<file path="src/rtl/control_unit_pkg.sv">
// Shared opcode encodings and dispatch FSM state type for the instruction
// stream producer (program counter), this sequencer and the datapath units.
package control_unit_pkg;

  localparam logic [3:0] OP_NOP     = 4'b0000;
  localparam logic [3:0] OP_BARRIER = 4'b0001;
  localparam logic [3:0] OP_HALT    = 4'b0010;
  localparam logic [3:0] OP_RSVD    = 4'b0011;

  localparam logic [1:0] UF_CTRL = 2'b00;
  localparam logic [1:0] UF_U1   = 2'b01;
  localparam logic [1:0] UF_U2   = 2'b10;
  localparam logic [1:0] UF_U3   = 2'b11;

  typedef enum logic [1:0] {
    ST_RUN,
    ST_WAIT_UNIT,
    ST_WAIT_BARRIER,
    ST_HALTED
  } dispatch_state_t;

  // One-hot unit select from the opcode unit field; control field maps to none.
  function automatic logic [2:0] unit_mask(input logic [1:0] field);
    logic [2:0] m;
    case (field)
      UF_U1:   m = 3'b001;
      UF_U2:   m = 3'b010;
      UF_U3:   m = 3'b100;
      default: m = 3'b000;
    endcase
    return m;
  endfunction

endpackage

</file>
<file path="src/rtl/sequencer_watchdog.sv">
// Hung-unit watchdog: counts idle-busy cycles and pulses fire_o once when the
// count reaches TIMEOUT_CYCLES. The counter saturates so it never re-fires.
module sequencer_watchdog #(
  parameter int TIMEOUT_CYCLES = 4096,
  parameter int WD_WIDTH       = $clog2(TIMEOUT_CYCLES + 1)
) (
  input  logic clk_i,
  input  logic rst_i,
  input  logic clear_i,
  input  logic count_en_i,
  output logic fire_o
);

  localparam logic [WD_WIDTH-1:0] LIMIT = WD_WIDTH'(TIMEOUT_CYCLES);
  localparam logic [WD_WIDTH-1:0] LAST  = WD_WIDTH'(TIMEOUT_CYCLES - 1);

  logic [WD_WIDTH-1:0] count_q, count_d;

  always_comb begin
    count_d = count_q;
    if (clear_i) begin
      count_d = '0;
    end else if (count_en_i && (count_q != LIMIT)) begin
      count_d = count_q + WD_WIDTH'(1);
    end
  end

  // Fires on the cycle whose edge makes the count reach the limit.
  assign fire_o = !clear_i && count_en_i && (count_q == LAST);

  always_ff @(posedge clk_i or posedge rst_i) begin
    if (rst_i) begin
      count_q <= '0;
    end else begin
      count_q <= count_d;
    end
  end

endmodule

</file>
<file path="src/rtl/dispatch_sequencer.sv">
// Consumer side of the instruction stream: decodes opcodes into unit starts,
// tracks per-unit busy state, and handles barrier, halt and watchdog timeout.
module dispatch_sequencer
  import control_unit_pkg::*;
#(
  parameter int TIMEOUT_CYCLES = 4096,
  parameter int WD_WIDTH       = $clog2(TIMEOUT_CYCLES + 1)
) (
  input  logic       clk_in,
  input  logic       rst_in,
  input  logic       instr_valid_in,
  input  logic [3:0] instr_in,
  output logic       instr_ready_out,
  output logic [2:0] unit_start_out,
  output logic [1:0] unit_op_out,
  input  logic [2:0] unit_done_in,
  output logic [2:0] busy_out,
  output logic       halted_out,
  output logic       illegal_out,
  output logic       timeout_out
);

  dispatch_state_t state_q, state_d, fsm_state;
  logic            ready_en_q;
  logic [3:0]      held_q, held_d;
  logic [2:0]      start_q, start_d;
  logic [1:0]      op_q, op_d;
  logic [2:0]      busy_q, busy_d;
  logic            illegal_q, illegal_d, fsm_illegal;
  logic            timeout_q;
  logic [2:0]      busy_after_done;
  logic [2:0]      mask;
  logic            accept;
  logic            wd_clear;
  logic            wd_fire;

  // ready_en_q keeps ready low until the first edge after reset release.
  assign instr_ready_out = ready_en_q && (state_q == ST_RUN);
  assign accept          = instr_valid_in && instr_ready_out;
  assign busy_after_done = busy_q & ~unit_done_in;

  always_comb begin
    fsm_state   = state_q;
    held_d      = held_q;
    start_d     = '0;
    op_d        = '0;
    fsm_illegal = illegal_q;
    mask        = '0;
    case (state_q)
      ST_RUN: begin
        if (accept) begin
          mask = unit_mask(instr_in[3:2]);
          if (instr_in[3:2] == UF_CTRL) begin
            case (instr_in)
              OP_BARRIER: if (busy_after_done != '0) fsm_state = ST_WAIT_BARRIER;
              OP_HALT:    fsm_state = ST_HALTED;
              OP_RSVD:    fsm_illegal = 1'b1;
              default:    ;
            endcase
          end else if ((busy_after_done & mask) == '0) begin
            start_d = mask;
            op_d    = instr_in[1:0];
          end else begin
            held_d    = instr_in;
            fsm_state = ST_WAIT_UNIT;
          end
        end
      end
      ST_WAIT_UNIT: begin
        mask = unit_mask(held_q[3:2]);
        if ((busy_after_done & mask) == '0) begin
          start_d   = mask;
          op_d      = held_q[1:0];
          fsm_state = ST_RUN;
        end
      end
      ST_WAIT_BARRIER: begin
        if (busy_after_done == '0) fsm_state = ST_RUN;
      end
      ST_HALTED: ;
      default: fsm_state = ST_RUN;
    endcase
  end

  // Watchdog fire never coincides with a start (a start clears the counter),
  // so only the state and the reserved-opcode flag need overriding here.
  assign state_d   = wd_fire ? ST_HALTED : fsm_state;
  assign illegal_d = wd_fire ? illegal_q : fsm_illegal;
  assign busy_d    = busy_after_done | start_d;
  assign wd_clear  = (|unit_done_in) || (|start_d) || (busy_q == '0);

  sequencer_watchdog #(
    .TIMEOUT_CYCLES (TIMEOUT_CYCLES),
    .WD_WIDTH       (WD_WIDTH)
  ) u_watchdog (
    .clk_i      (clk_in),
    .rst_i      (rst_in),
    .clear_i    (wd_clear),
    .count_en_i (|busy_q),
    .fire_o     (wd_fire)
  );

  always_ff @(posedge clk_in or posedge rst_in) begin
    if (rst_in) begin
      state_q    <= ST_RUN;
      ready_en_q <= 1'b0;
      held_q     <= '0;
      start_q    <= '0;
      op_q       <= '0;
      busy_q     <= '0;
      illegal_q  <= 1'b0;
      timeout_q  <= 1'b0;
    end else begin
      state_q    <= state_d;
      ready_en_q <= 1'b1;
      held_q     <= held_d;
      start_q    <= start_d;
      op_q       <= op_d;
      busy_q     <= busy_d;
      illegal_q  <= illegal_d;
      timeout_q  <= timeout_q | wd_fire;
    end
  end

  assign unit_start_out = start_q;
  assign unit_op_out    = op_q;
  assign busy_out       = busy_q;
  assign halted_out     = (state_q == ST_HALTED);
  assign illegal_out    = illegal_q;
  assign timeout_out    = timeout_q;

endmodule
</file>
<file path="config.mk">
export PLATFORM = sky130hd
export DESIGN_NAME = dispatch_sequencer
export DESIGN_NICKNAME = d
export VERILOG_FILES = /design/src/rtl/control_unit_pkg.sv /design/src/rtl/sequencer_watchdog.sv /design/src/rtl/dispatch_sequencer.sv
export SDC_FILE = /design/constraint.sdc
export NUM_CORES = 1
export LEC_CHECK = 0
export CAP_MARGIN = 0
export CELL_PAD_IN_SITES_DETAIL_PLACEMENT = 2
export CELL_PAD_IN_SITES_GLOBAL_PLACEMENT = 2
export CORE_ASPECT_RATIO = 1.4
export CORE_MARGIN = 2
export CORE_UTILIZATION = 35
export DETAILED_ROUTE_END_ITERATION = 8
export PLACE_DENSITY = 0.79
export SLEW_MARGIN = 20
export SYNTH_ARGS = -nofsm -noshare
export SYNTH_HDL_FRONTEND = slang
export SYNTH_SLANG_ARGS = --single-unit
</file>
<file path="constraint.sdc">
create_clock -name clk_in -period 2.1 [get_ports clk_in]
set_input_delay 0.525 -clock clk_in [delete_from_list [all_inputs] [get_ports clk_in]]
set_output_delay 0.525 -clock clk_in [all_outputs]
set_load 0.01 [all_outputs]
</file>
==> results of run 1 <==
==> final cells by class <==
cell class,count,area (um2)
clock buffers,5,68.8
flip-flops and latches,30,751
multi-input cells,130,936
fillers,542,2500
well taps,64,80.1
inverters,9,33.8
repair buffers,48,424
clock inverters,2,10.0
==> worst max path at each step <==
| stage | from | end | slack, ps | cells past startpoint |
|---|---|---|---|---|
| 2_1_floorplan | state_q[0]$_DFFE_PP0P_ | u_watchdog.count_q[0]$_DFFE_PP0P_ | 440 | 8 |
| 3_3_place_gp | unit_done_in[0] | held_q[1]$_DFFE_PP0P_ | -70 | 5 |
| 3_5_place_dp | unit_done_in[0] | illegal_out$_DFFE_PP0P_ | -210 | 7 |
| 4_1_cts | state_q[0]$_DFFE_PP0P_ | halted_out | 60 | 3 |
| 5_1_grt | unit_done_in[0] | illegal_out$_DFFE_PP0P_ | 5 | 7 |
| 6_report | state_q[0]$_DFFE_PP0P_ | halted_out | 90 | 3 |
==> report_power, final <==
| part | leakage, nW | total [W] | switching, W | internal (W) |
|---|---|---|---|---|
| clock network | 0.0438 | 0.000450 | 0.000228 | 0.000222 |
| logic | 0.621 | 0.000978 | 0.000467 | 0.000512 |
| registers | 0.401 | 0.000824 | 0.000124 | 0.000701 |
==> through the flow <==
step	hold slack, ps	power [W]	setup slack [ps]	area [um2]	TNS (ps)
2_1_floorplan	466	0.00131	444	1740	0
3_3_place_gp	453	0.00174	-69.1	2220	-476
3_5_place_dp	468	0.00181	-207	2220	-3280
4_1_cts	483	0.00229	61.7	2300	0
5_1_grt	526	0.00240	4.74	2300	0
6_report	477	0.00225	90.4	2300	0
==> routing by layer <==
layer / vias up / track usage
met4: 0 / 0.130
li1: 703 / -
met5: - / 0
met2: 31 / 0.426
met1: 774 / 0.212
met3: 18 / 0.0375
==> sequential cells by signal (all words and copies together), names as in the netlist <==
signal / count
timeout_out: 1
busy_out: 3
ready_en_q: 1
state_q: 2
held_q: 4
unit_start_out: 3
u_watchdog.count_q: 13
unit_op_out: 2
illegal_out: 1
==> cell families (layout without fill, tap and decap cells) <==
logic type               count (synthesis)  in the layout  share of synthesized area
AND/OR/NAND/NOR                         82             82                      0.286
flip-flops                              30             30                      0.432
AO/OA/AOI/OAI                           26             26                      0.119
XOR/XNOR                                11             11                     0.0554
buffers and inverters                   11             64                     0.0302
adder cells (fa/ha/maj)                  6              6                     0.0432
multiplexers                             4              4                     0.0324
other                                    1              1                    0.00216
==> worst reg2reg max path, cell delays in order, from the launching register on <==
cell and delay, ps:
dfrtp_1 390, inv_1 80, ha_1 200, buf_4 160, and3_1 180, and3_1 220, a221o_1 350, nand4b_1 110
nand3_1 80
==> Yosys cell counts, types with 2 or more instances <==
| cell type | n |
|---|---|
| nor3_1 | 2 |
| xor2_1 | 6 |
| dfrtp_1 | 30 |
| nor2_2 | 10 |
| xnor2_1 | 5 |
| and3_1 | 4 |
| nand2_1 | 14 |
| and2_1 | 2 |
| nand3_1 | 9 |
| o21ai_1 | 4 |
| nor4bb_1 | 2 |
| nand3_2 | 2 |
| nor2b_1 | 4 |
| nor4b_1 | 2 |
| mux2_4 | 3 |
| nand2b_1 | 5 |
| nor2_1 | 11 |
| a21oi_1 | 3 |
| o21a_1 | 3 |
| nor4_1 | 3 |
| nor3b_1 | 2 |
| and4b_1 | 2 |
| ha_1 | 6 |
| a21o_1 | 2 |
| inv_1 | 9 |
| a32o_1 | 2 |
==> what timing repair did <==
item | 4_1_cts | 5_1_grt
gates resized for setup | 1 | 0
setup buffers | 1 | 0
setup endpoints to repair | 1 | 0
hold endpoints to repair | 0 | 0
==> flow_summary.ini, run 1 <==
[worst_setup_path]
setup.worst_path.end_class = output pin
cp_max_fo = 3
critPathLaunchType = flop
r2r-start = state_q[1]$_DFFE_PP0P_
path_cells = buf_4 > ha_1 > clkdlybuf4s50_1
critical_path.top_delay_family = buffers and inverters
slowest_delay_ps = 470
critPathArrivalTime_ps = 1480
reg2reg_slack_ps = 200
cp_slowest_cell = clkdlybuf4s50_1
cp.required_ps = 1570
timing.rr.end = state_q[1]$_DFFE_PP0P_
path_buf_inv = 2
critPathKind = reg2out
reg2reg_depth = 8

[sta]
relSlewSlack = 0.663
fmax_mhz = 498
drv_slew = 0
period_share = 0.957
hold_viol = 0
rsz0062_at_grt = false
fin_skew_ps = 11.3
tightest_slew_ps = 500
setup_viol_count_final = 0
period_minus_slack_ps = 2010

[synthesis]
synth_edf_count = 0
synthTopCellsByArea = dfrtp_1, ha_1, nor2_2
synthCells = 171
yosys_register_bits = 30
ys_seq_area_frac = 0.432
synth_cell_types = 50
synth_top_area_frac = 0.432
synth_top_area_cell = dfrtp_1
syn_area_per_cell_um2 = 10.2
dominantRegCellSynth = dfrtp_1
synthArstFlopShare = 1.00
syn_area_um2 = 1740
yosysWarnings = 0
syn-num-nets = 187

[detailed_routing]
routed_wl_um = 5500
drcViolationCount = 0
wl_met3_um = 118
dr.pass1.iters = 4
wl_met1_um = 1950
top_layer = met4
wl_per_cell_um = 19.1
drt_iter0_drc = 84
routed-wl-met2_um = 3200
avgViaCountPerCell = 5.30
ant_nets = 0
route.vias.total = 1526

[outcome]
outcome = complete, no violations

[die]
num_io_pins = 22
die_y_um = 87.4
die-area_um2 = 5560
core_region_area_um2 = 4800
start_util = 0.362
die_width_um = 63.6
num_rows = 30

[power_and_ir_drop]
power.density_nw_per_um2 = 978
ir_drop_mv = 0.460
cellLeakagePower_nw = 1.07

[grt]
grt_max_degree = 31
grt-ovfl-total = 0
antenna_found_initial = 0
grtUsageTotal = 0.219
grt_pass1_wl_um = 9030
first_global_vias = 1835

[final_layout]
final_nets = 240
final_cell_mix = dfrtp_1, buf_4, clkdlybuf4s50_1
final_cells = 288
layout_commonest_cell = dfrtp_1
antenna-diode-count = 0
area_delta_synth_final_pct = 32.4
final_core_util = 0.479
layout-drive-gt1-share = 0.254

[clock_tree]
cts.clk_slew.worst_paths_ps = 70
numCtsBuffers = 5
cts_num_sinks = 30
insertion_delay_ps = 290
cts-root-buf = clkbuf_8
max-clock-path-buffers = 2
cts_tree = built
htreeDepth = 2
hold_buffers = 0

[placement]
dp_cells = 280
io_buffer_count = 21
globalplace.congestion = 0.798
dp_hpwl_um = 4300

[run]
drv_cap = 0

[min_path]
hp-class = reg2reg
hold_end = timeout_out$_DFF_PP0_
min_path_cells = 1
hp-start = timeout_out$_DFF_PP0_
No activity file was read; power rests on OpenSTA's default activity.
==> run 2: changes to the inputs <==
--- a/config.mk
+++ b/config.mk
@@ -8,11 +8,12 @@
 export CAP_MARGIN = 0
 export CELL_PAD_IN_SITES_DETAIL_PLACEMENT = 2
 export CELL_PAD_IN_SITES_GLOBAL_PLACEMENT = 2
-export CORE_ASPECT_RATIO = 1.4
+export CORE_ASPECT_RATIO = 1.25
 export CORE_MARGIN = 2
 export CORE_UTILIZATION = 35
 export DETAILED_ROUTE_END_ITERATION = 8
 export PLACE_DENSITY = 0.79
+export SETUP_SLACK_MARGIN = 0.15
 export SLEW_MARGIN = 20
 export SYNTH_ARGS = -nofsm -noshare
 export SYNTH_HDL_FRONTEND = slang
==> flow_summary.ini, run 2 (synthesis results as in run 1) <==
[sta]
drv_slew = 0
fin_skew_ps = 6.76
tightest_slew_ps = 580
period_minus_slack_ps = 1960
setup_viol_count_final = 0
hold_viol = 0
relSlewSlack = 0.608
period_share = 0.932
rsz0062_at_grt = true
fmax_mhz = 511

[worst_setup_path]
cp_slowest_cell = clkdlybuf4s50_1
r2r-start = state_q[0]$_DFFE_PP0P_
timing.rr.end = state_q[1]$_DFFE_PP0P_
reg2reg_slack_ps = 210
critPathArrivalTime_ps = 1430
cp_max_fo = 2
setup.worst_path.end_class = output pin
crit_path_end = halted_out
cp.required_ps = 1570
path_cells = buf_4 > ha_1 > clkdlybuf4s50_1
cp.depth = 3
critPathKind = reg2out
critPathLaunchType = flop
critical_path.top_delay_family = buffers and inverters
slowest_delay_ps = 470
startpoint = state_q[1]$_DFFE_PP0P_
reg2reg_depth = 8
path_buf_inv = 2

[grt]
grt_max_degree = 31
first_global_vias = 1688
grtUsageTotal = 0.210
antenna_found_initial = 0
grt_pass1_wl_um = 8640
grt-ovfl-total = 0

[die]
core_region_area_um2 = 4760
die_y_um = 82.8
die_width_um = 67.1
start_util = 0.365
die-area_um2 = 5550
num_rows = 28
num_io_pins = 22

[clock_tree]
htreeDepth = 2
cts.clk_slew.worst_paths_ps = 70
numCtsBuffers = 5
cts_tree = built
cts_num_sinks = 30
insertion_delay_ps = 280
max-clock-path-buffers = 2
cts-root-buf = clkbuf_8

[detailed_routing]
drt_iter0_drc = 58
avgViaCountPerCell = 5.37
drcViolationCount = 0
ant_nets = 0
routed_wl_um = 5320
wl_per_cell_um = 19.0
dr.pass1.iters = 4
route.vias.total = 1503

[final_layout]
layout-drive-gt1-share = 0.291
final_cells = 280
max_flop_register = u_watchdog.count_q
antenna-diode-count = 0
area_delta_synth_final_pct = 35.5
final_cell_mix = dfrtp_1, buf_4, clkdlybuf4s50_1
fin_area_um2 = 2360
largest_register_ffs = 13
final_nets = 235
reg.largest.list = u_watchdog.count_q x13, held_q x4
layout_commonest_cell = dfrtp_1

[power_and_ir_drop]
cellLeakagePower_nw = 1.08
power.density_nw_per_um2 = 1020
ir_drop_mv = 0.428

[placement]
globalplace.congestion = 0.767
dp_hpwl_um = 4120
io_buffer_count = 21
dp_cells = 269
placed_area_um2 = 2160

[outcome]
outcome = complete, no violations

[run]
drv_cap = 0

[min_path]
hp-class = reg2reg
==> run 2: worst min-delay path by stage <==
stage,startpoint,endpoint,slack (ps),cells after the start
after detailed placement,timeout_out$_DFF_PP0_,timeout_out$_DFF_PP0_,470,1
final,illegal_out$_DFFE_PP0P_,illegal_out$_DFFE_PP0P_,480,1
after global routing,timeout_out$_DFF_PP0_,timeout_out$_DFF_PP0_,510,1
after CTS,illegal_out$_DFFE_PP0P_,illegal_out$_DFFE_PP0P_,490,1
after floorplan,held_q[0]$_DFFE_PP0P_,unit_op_out[0]$_DFF_PP0_,470,1
after global placement,timeout_out$_DFF_PP0_,timeout_out$_DFF_PP0_,450,1
==> run 2: through the flow <==
stage	hold WS, ps	total power (W)	utilization	setup TNS (ps)	setup WS (ps)
6_report	484	0.00241	0.495	0	143
5_1_grt	510	0.00256	0.495	0	99.6
4_1_cts	490	0.00238	0.483	0	152
3_5_place_dp	473	0.00176	0.454	-1840	-129
3_3_place_gp	452	0.00170	0.454	-454	-102
2_1_floorplan	466	0.00131	-	0	444
==> run 2: layout make-up <==
| cell class | count | area (um2) |
|---|---|---|
| clock inverters | 2 | 37.5 |
| multi-input cells | 130 | 993 |
| repair buffers | 43 | 394 |
| fillers | 517 | 2410 |
| well taps | 60 | 75.1 |
| flip-flops and latches | 30 | 751 |
| inverters | 9 | 33.8 |
| clock buffers | 6 | 72.6 |
==> run 2: routing by layer <==
layer	global-route usage	routed length [um]	vias to the layer above
li1	-	-	693
met1	0.233	1930	780
met2	0.391	3170	21
met3	0.0285	104	9
met4	0.0742	115	0
met5	0	0	-
==> run 2: report_power, final <==
part / switching (W) / internal (W)
Sequential: 0.000130 / 0.000700
Combinational: 0.000479 / 0.000520
Clock: 0.000225 / 0.000354
==> run 2: repair_timing <==
action                                  CTS  global route
gates resized for setup                   5            14
pin swaps                                 3             2
endpoints found under the setup margin    3            20
setup buffers                             2             1
hold buffers                              0             0
